### src/rtl/branch_target_buffer_ctrl.sv
// -----------------------------------------------------------------------------
// branch_target_buffer_ctrl
//
// Purpose:
//   Owns a direct-mapped branch target buffer of {valid, tag, target, 2-bit
//   counter} entries. The table has a single access slot per cycle, which is
//   shared between fetch lookups and write-backs of resolved branches. Resolved
//   branches wait in a small FIFO until they get the slot. After reset an init
//   sweep clears every entry, one entry per cycle.
//
// Optional feature (compile-time macro BTB_CTRL_STATS_EN):
//   When defined, two saturating 32-bit counters are added as outputs: lookup
//   grants and reported hits.
//
// Ports:
//   btb_ctrl_clk / btb_ctrl_rst   clock, synchronous active-high reset
//   btb_ctrl_lookup_*             fetch lookup request and combinational grant
//   btb_ctrl_hit_valid, _hit,
//   btb_ctrl_predict_*            registered lookup result, one cycle after grant
//   btb_ctrl_upd_*                resolved-branch push into the update FIFO
//   btb_ctrl_busy_init            high while the init sweep is running
//   btb_ctrl_stat_lookups/_hits   (BTB_CTRL_STATS_EN only) event counters
// -----------------------------------------------------------------------------
module branch_target_buffer_ctrl #(
  parameter int unsigned DEPTH      = 16,
  parameter int unsigned QDEPTH     = 4,
  parameter int unsigned STARVE_MAX = 8
) (
  input  logic        btb_ctrl_clk,
  input  logic        btb_ctrl_rst,
  input  logic        btb_ctrl_lookup_valid,
  input  logic [31:0] btb_ctrl_lookup_pc,
  output logic        btb_ctrl_lookup_ready,
  output logic        btb_ctrl_hit_valid,
  output logic        btb_ctrl_hit,
  output logic        btb_ctrl_predict_taken,
  output logic [31:0] btb_ctrl_predict_target,
  input  logic        btb_ctrl_upd_valid,
  input  logic [31:0] btb_ctrl_upd_pc,
  input  logic        btb_ctrl_upd_taken,
  input  logic [31:0] btb_ctrl_upd_target,
  output logic        btb_ctrl_upd_ready,
  output logic        btb_ctrl_busy_init
`ifdef BTB_CTRL_STATS_EN
  ,
  output logic [31:0] btb_ctrl_stat_lookups,
  output logic [31:0] btb_ctrl_stat_hits
`endif
);

  // state  | meaning
  // S_INIT | sweeping the table clear, one entry per cycle; no requests accepted
  // S_RUN  | normal operation; one lookup or one queue drain per cycle

  localparam int unsigned IDX_W = $clog2(DEPTH);
  localparam int unsigned TAG_W = 30 - IDX_W;
  localparam int unsigned QP_W  = (QDEPTH > 1) ? $clog2(QDEPTH) : 1;
  localparam int unsigned CNT_W = $clog2(QDEPTH + 1);
  localparam int unsigned SV_W  = (STARVE_MAX > 0) ? $clog2(STARVE_MAX + 1) : 1;

  typedef enum logic {S_INIT, S_RUN} state_e;

  state_e           st_q;
  logic [IDX_W-1:0] init_ptr_q;

  // table storage
  logic             tbl_valid_q  [DEPTH];
  logic [TAG_W-1:0] tbl_tag_q    [DEPTH];
  logic [31:0]      tbl_target_q [DEPTH];
  logic [1:0]       tbl_ctr_q    [DEPTH];

  // update FIFO storage and control
  logic [31:0]      q_pc_q     [QDEPTH];
  logic             q_taken_q  [QDEPTH];
  logic [31:0]      q_target_q [QDEPTH];
  logic [QP_W-1:0]  q_rd_q, q_rd_d;
  logic [QP_W-1:0]  q_wr_q, q_wr_d;
  logic [CNT_W-1:0] q_cnt_q, q_cnt_d;
  logic [SV_W-1:0]  starve_q, starve_d;

  // registered lookup result
  logic             hit_valid_q;
  logic             hit_q;
  logic             pred_taken_q;
  logic [31:0]      pred_target_q;

  logic             in_run;
  logic             q_empty;
  logic             q_full;
  logic             drain_sel;
  logic             lookup_gnt;
  logic             enq;

  logic [IDX_W-1:0] lk_idx;
  logic [TAG_W-1:0] lk_tag;
  logic             lk_hit;

  logic [31:0]      hd_pc;
  logic             hd_taken;
  logic [31:0]      hd_target;
  logic [IDX_W-1:0] hd_idx;
  logic [TAG_W-1:0] hd_tag;
  logic             hd_hit;
  logic [1:0]       hd_ctr;
  logic [1:0]       ctr_up;
  logic [1:0]       ctr_dn;

  logic             unused_pc_bits;

  // ---------------------------------------------------------------------------
  // Arbitration
  // ---------------------------------------------------------------------------
  assign in_run    = (st_q == S_RUN);
  assign q_empty   = (q_cnt_q == '0);
  assign q_full    = (q_cnt_q == CNT_W'(QDEPTH));

  // Drain whenever the slot would otherwise idle, when the FIFO cannot accept
  // more, or when lookups have held the slot for STARVE_MAX grants in a row.
  assign drain_sel  = in_run && !q_empty &&
                      (!btb_ctrl_lookup_valid || q_full ||
                       (starve_q == SV_W'(STARVE_MAX)));
  assign lookup_gnt = in_run && btb_ctrl_lookup_valid && !drain_sel;

  // Ready comes from the registered count, so a full FIFO refuses a push even
  // in a cycle where it is also draining.
  assign btb_ctrl_upd_ready    = in_run && !q_full;
  assign btb_ctrl_lookup_ready = lookup_gnt;
  assign btb_ctrl_busy_init    = (st_q == S_INIT);
  assign enq                   = btb_ctrl_upd_valid && btb_ctrl_upd_ready;

  // ---------------------------------------------------------------------------
  // Lookup read path
  // ---------------------------------------------------------------------------
  assign lk_idx = btb_ctrl_lookup_pc[IDX_W+1:2];
  assign lk_tag = btb_ctrl_lookup_pc[31:IDX_W+2];
  assign lk_hit = tbl_valid_q[lk_idx] && (tbl_tag_q[lk_idx] == lk_tag);

  // ---------------------------------------------------------------------------
  // Drain read-modify-write path (FIFO head)
  // ---------------------------------------------------------------------------
  assign hd_pc     = q_pc_q[q_rd_q];
  assign hd_taken  = q_taken_q[q_rd_q];
  assign hd_target = q_target_q[q_rd_q];
  assign hd_idx    = hd_pc[IDX_W+1:2];
  assign hd_tag    = hd_pc[31:IDX_W+2];
  assign hd_hit    = tbl_valid_q[hd_idx] && (tbl_tag_q[hd_idx] == hd_tag);
  assign hd_ctr    = tbl_ctr_q[hd_idx];
  assign ctr_up    = (hd_ctr == 2'b11) ? 2'b11 : hd_ctr + 2'b01;
  assign ctr_dn    = (hd_ctr == 2'b00) ? 2'b00 : hd_ctr - 2'b01;

  assign unused_pc_bits = ^{btb_ctrl_lookup_pc[1:0], hd_pc[1:0]};

  // ---------------------------------------------------------------------------
  // FIFO pointer / count / starvation next-state
  // ---------------------------------------------------------------------------
  always_comb begin
    q_cnt_d = q_cnt_q;
    if (enq && !drain_sel) begin
      q_cnt_d = q_cnt_q + 1'b1;
    end else if (!enq && drain_sel) begin
      q_cnt_d = q_cnt_q - 1'b1;
    end

    q_wr_d = q_wr_q;
    if (enq) begin
      q_wr_d = (q_wr_q == QP_W'(QDEPTH - 1)) ? '0 : q_wr_q + 1'b1;
    end

    q_rd_d = q_rd_q;
    if (drain_sel) begin
      q_rd_d = (q_rd_q == QP_W'(QDEPTH - 1)) ? '0 : q_rd_q + 1'b1;
    end

    // Only grants made while updates are waiting count toward starvation.
    starve_d = starve_q;
    if (drain_sel || q_empty) begin
      starve_d = '0;
    end else if (lookup_gnt) begin
      starve_d = starve_q + 1'b1;
    end
  end

  // ---------------------------------------------------------------------------
  // Control FSM with registered outputs
  // ---------------------------------------------------------------------------
  always_ff @(posedge btb_ctrl_clk) begin
    if (btb_ctrl_rst) begin
      st_q          <= S_INIT;
      init_ptr_q    <= '0;
      q_rd_q        <= '0;
      q_wr_q        <= '0;
      q_cnt_q       <= '0;
      starve_q      <= '0;
      hit_valid_q   <= 1'b0;
      hit_q         <= 1'b0;
      pred_taken_q  <= 1'b0;
      pred_target_q <= '0;
`ifdef BTB_CTRL_STATS_EN
      btb_ctrl_stat_lookups <= '0;
      btb_ctrl_stat_hits    <= '0;
`endif
    end else begin
      q_rd_q   <= q_rd_d;
      q_wr_q   <= q_wr_d;
      q_cnt_q  <= q_cnt_d;
      starve_q <= starve_d;

      case (st_q)
        S_INIT: begin
          hit_valid_q <= 1'b0;
          init_ptr_q  <= init_ptr_q + 1'b1;
          if (init_ptr_q == IDX_W'(DEPTH - 1)) begin
            st_q <= S_RUN;
          end
        end
        S_RUN: begin
          hit_valid_q <= lookup_gnt;
          if (lookup_gnt) begin
            hit_q         <= lk_hit;
            pred_taken_q  <= lk_hit && tbl_ctr_q[lk_idx][1];
            pred_target_q <= lk_hit ? tbl_target_q[lk_idx] : 32'h0;
          end
        end
        default: begin
          st_q        <= S_INIT;
          hit_valid_q <= 1'b0;
        end
      endcase

`ifdef BTB_CTRL_STATS_EN
      if (lookup_gnt && (btb_ctrl_stat_lookups != 32'hFFFF_FFFF)) begin
        btb_ctrl_stat_lookups <= btb_ctrl_stat_lookups + 32'd1;
      end
      if (hit_valid_q && hit_q && (btb_ctrl_stat_hits != 32'hFFFF_FFFF)) begin
        btb_ctrl_stat_hits <= btb_ctrl_stat_hits + 32'd1;
      end
`endif
    end
  end

  assign btb_ctrl_hit_valid      = hit_valid_q;
  assign btb_ctrl_hit            = hit_q;
  assign btb_ctrl_predict_taken  = pred_taken_q;
  assign btb_ctrl_predict_target = pred_target_q;

  // ---------------------------------------------------------------------------
  // Table writes: init sweep or drain RMW. No reset needed, the sweep clears it.
  // ---------------------------------------------------------------------------
  always_ff @(posedge btb_ctrl_clk) begin
    if (!btb_ctrl_rst) begin
      if (st_q == S_INIT) begin
        tbl_valid_q[init_ptr_q]  <= 1'b0;
        tbl_tag_q[init_ptr_q]    <= '0;
        tbl_target_q[init_ptr_q] <= '0;
        tbl_ctr_q[init_ptr_q]    <= 2'b01;
      end else if (drain_sel) begin
        if (hd_hit) begin
          if (hd_taken) begin
            tbl_ctr_q[hd_idx]    <= ctr_up;
            tbl_target_q[hd_idx] <= hd_target;
          end else begin
            tbl_ctr_q[hd_idx]    <= ctr_dn;
          end
        end else if (hd_taken) begin
          // allocate or replace the aliasing entry
          tbl_valid_q[hd_idx]  <= 1'b1;
          tbl_tag_q[hd_idx]    <= hd_tag;
          tbl_target_q[hd_idx] <= hd_target;
          tbl_ctr_q[hd_idx]    <= 2'b10;
        end
      end
    end
  end

  // FIFO payload storage; pointers live in the FSM block.
  always_ff @(posedge btb_ctrl_clk) begin
    if (enq) begin
      q_pc_q[q_wr_q]     <= btb_ctrl_upd_pc;
      q_taken_q[q_wr_q]  <= btb_ctrl_upd_taken;
      q_target_q[q_wr_q] <= btb_ctrl_upd_target;
    end
  end

endmodule

### config.mk
export PLATFORM = sky130hd
export DESIGN_NAME = branch_target_buffer_ctrl
export DESIGN_NICKNAME = d
export VERILOG_FILES = /design/src/rtl/branch_target_buffer_ctrl.sv
export SDC_FILE = /design/constraint.sdc
export NUM_CORES = 1
export LEC_CHECK = 0
export ABC_AREA = 1
export BUFFER_PORTS_ARGS = -buffer_cell sky130_fd_sc_hd__buf_2
export CAP_MARGIN = 20
export CORE_AREA = 5 5 400 402
export DETAILED_ROUTE_END_ITERATION = 10
export DIE_AREA = 0 0 405 407
export HOLD_SLACK_MARGIN = 0.1
export PLACE_DENSITY = 0.49
export SETUP_SLACK_MARGIN = 0.05
export SKIP_CTS_REPAIR_TIMING = 1
export SYNTH_ARGS = -nofsm -noshare
export SYNTH_HDL_FRONTEND = slang
export SYNTH_SLANG_ARGS = --single-unit
### constraint.sdc
create_clock -name btb_ctrl_clk -period 7.2 [get_ports btb_ctrl_clk]
set_clock_uncertainty 0.1 [all_clocks]
set_input_delay 1.08 -clock btb_ctrl_clk [delete_from_list [all_inputs] [get_ports btb_ctrl_clk]]
set_output_delay 1.08 -clock btb_ctrl_clk [all_outputs]
set_load 0.02 [all_outputs]
==> results.cfg <==
[timing]
hold_violations = 0
setup_violations = 0
slew_violations = 0
fin_crit_sh_pct = 82.4
fin_crit_ns = 5.93
setup-tns-final_ns = 0
rsz0062_at_grt = no
tightest_slew_ns = 1.13
relSlewSlack_pct = 24.3
fmax_mhz = 168
whs_ns = 0.359

[setup_path]
critPathLaunchType = register
cp_max_fo = 64
cp.arrival_ns = 6.32
endpoint_kind = register
required_ns = 7.59
crit_type = reg -> reg

[worst_hold_path]
holdCritPathClass = reg -> reg

[cts]
path_clk_slew_ns = 0.06
cts_sinks = 1281
cts_made_buffers = 147
cts_tree = done
clock_path_buffers = 3
clk_latency_ns = 0.80
root_buffer = clkbuf_16
htree_levels = 4

[power]
p_leak_nw = 21.3
p_per_area_mw_per_mm2 = 254
ir_drop_uv = 207
total_power_mw = 16.1

[run_status]
status = finished, final reports clean

[placed_design]
dp.cells = 6875
hpwl_um = 98400
io_buffer_count = 134
gp_congestion = 0.787
post_dp_cell_area_sq_mm = 0.0588

[grt]
grt_use_total_pct = 21.2
grt_pass1_wl_um = 259000
grt_antenna_before_repair = 27
grt_max_degree = 170
grt-ovfl-total = 0
grt_pass1_vias = 38200

[route]
drt_iter0_drc = 3913
totalWireLength_um = 178000
vias = 39700
vias_per_cell = 5.56
ant_nets = 0
drt-pass1-iter-count = 6
wl_per_cell_um = 24.9
route.detailed.drc = 0

[die]
ios = 139
die-area_sq_mm = 0.165
die_w_um = 405
rows = 145
core_sq_mm = 0.156
die_y_um = 407
start_util_pct = 35.7

[synth]
avgSynthCellArea_sq_um = 11.3
yosys-top-cells-area = edfxtp_1 66%, nand2_1 5.7%, nand3_1 4.7%
synth_area_sq_mm = 0.0556
synth.largest_area_cell = edfxtp_1
syn-num-nets = 5034
yosysWarnings = 0
ys_ff_latch = 1281
yosysSeqAreaShare_pct = 68.2
yosysTopAreaCellShare_pct = 66.3
netlist_instances = 4923
synth.distinct_cells = 51

[finish]
n_fill_cell = 14800
final_cell_count_no_fill = 7151
layout-drive-gt1-share_pct = 11.9
stdcell_area_sq_mm = 0.0636
fin_nets = 5081
syn_to_final_growth_pct = 14.3

[run]
drv_cap = 0
==> worst max-delay path, stage by stage, from the launching register on <==
cell and delay (ns):
dfxtp_2 0.43, inv_4 0.14, nand3_4 0.15, buf_4 0.63, buf_4 0.78, nand3_1 0.16
nand3_1 0.13, nand3_1 0.10, nand3_1 0.17, nand2_1 0.07, nand2_1 0.06, nand2_1 0.06
inv_2 0.04, nand2_1 0.10, nor2_1 0.20, nand2_1 0.11, nor2_4 0.15, nand2_2 0.08
nand2_4 0.37, o21ai_1 0.21, inv_1 0.11, nand2_1 0.23, nor2_4 0.69, buf_4 0.30
==> layout by cell type, fill, tap and decap left out, types with 51 or more instances in the layout <==
cell type,n
a21oi_1,364
a221oi_1,117
buf_2,131
buf_4,106
clkbuf_16,148
dfxtp_1,51
edfxtp_1,1228
inv_1,148
nand2_1,850
nand3_1,524
nor2_1,433
o211ai_1,108
o21ai_0,409
or2_2,54
==> logic make-up (layout without fill, tap and decap cells) <==
logic type	after synthesis	count (layout)	synth area share, %
buffers and inverters	529	686	4.17
other	0	13	0
DFF	1281	1281	68.2
AOI/OAI and AO/OA	1156	1156	12.4
adders and majority gates	10	10	0.239
xor gates and xnor gates	14	14	0.221
and+or+nand+nor	1933	1933	14.7
==> through the flow <==
stage | worst slack (ns) | utilization [%]
floorplan | 2.68 | -
global placement | 1.35 | 37.8
detailed placement | 1.31 | 37.8
CTS | 1.26 | 40.8
global route | 1.00 | 40.8
finish | 1.27 | 40.8
==> where the power goes <==
| part | internal (mW) | leakage [nW] | switching [mW] | total [mW] |
|---|---|---|---|---|
| logic | 0.189 | 8.72 | 0.522 | 0.712 |
| registers | 8.16 | 10.3 | 0.0258 | 8.18 |
| clock network | 4.15 | 2.27 | 3.09 | 7.24 |
| total | 12.5 | 21.3 | 3.64 | 16.1 |
==> cell type report <==
class	count	area (sq um)	share of cell area, %
clock buffers	183	3870	6.09
inverters	162	634	0.998
diodes	13	32.5	0.0512
repair buffers	265	1990	3.13
multi-input cells	3113	15700	24.7
clock inverters	76	813	1.28
well taps	2058	2570	4.05
flip-flops and latches	1281	37900	59.7
==> metal layers <==
layer  vias to the layer above  part of all wire (%)  global-route usage (%)  wire, um
met5                         -                 0.051                       0        90
met3                       289                   7.5                    4.16     13300
met2                      1541                    45                    33.0     79900
met1                     19800                    45                    30.3     79800
met4                        16                   2.6                    6.30      4690
li1                      18100                     -                       -         -
==> Yosys cell counts, drive strengths merged <==
master  number
edfxtp    1228
nand2      856
nand3      530
nor2       472
o21ai      418
a21oi      377
clkbuf     192
buf        175
inv        160
a221oi     117
o211ai     108
or2         55
dfxtp       53
o221ai      44
o22ai       41
a32oi       23
xor2        10
ha           9
a31oi        8
a32o         8
nand3b       6
nor3         4
xnor2        4
nand4        3
o311ai       3
a211oi       2
and2         2
clkinv       2
nor3b        2
nor4         2
o32ai        2
a21boi       1
a21o         1
a22o         1
and3         1
fa           1
o31ai        1
o32a         1
==> path summary, 6_finish.rpt <==
path | from | to | slack, ns | cells after the start
hold reg to reg | btb_ctrl_predict_target[16] | btb_ctrl_predict_target[16] | 0.36 | 2
setup reg to reg | register | tbl_tag_q[1][2] | 1.27 | 23
hold / removal | btb_ctrl_predict_target[16] | btb_ctrl_predict_target[16] | 0.36 | 2
setup / recovery | register | tbl_tag_q[1][2] | 1.27 | 23
==> flip-flops by register name (all words and copies together), names as in the netlist, named ones only <==
register                 count
q_taken_q                    4
q_wr_q                       2
tbl_ctr_q                   32
q_cnt_q                      3
q_target_q                 128
tbl_valid_q                 16
btb_ctrl_predict_target     32
btb_ctrl_hit                 1
tbl_tag_q                  416
starve_q                     4
q_pc_q                     120
q_rd_q                       2
btb_ctrl_hit_valid           1
tbl_target_q               512
btb_ctrl_predict_taken       1
init_ptr_q                   4
in_run                       1
No activity file was read; power rests on OpenSTA's default activity.
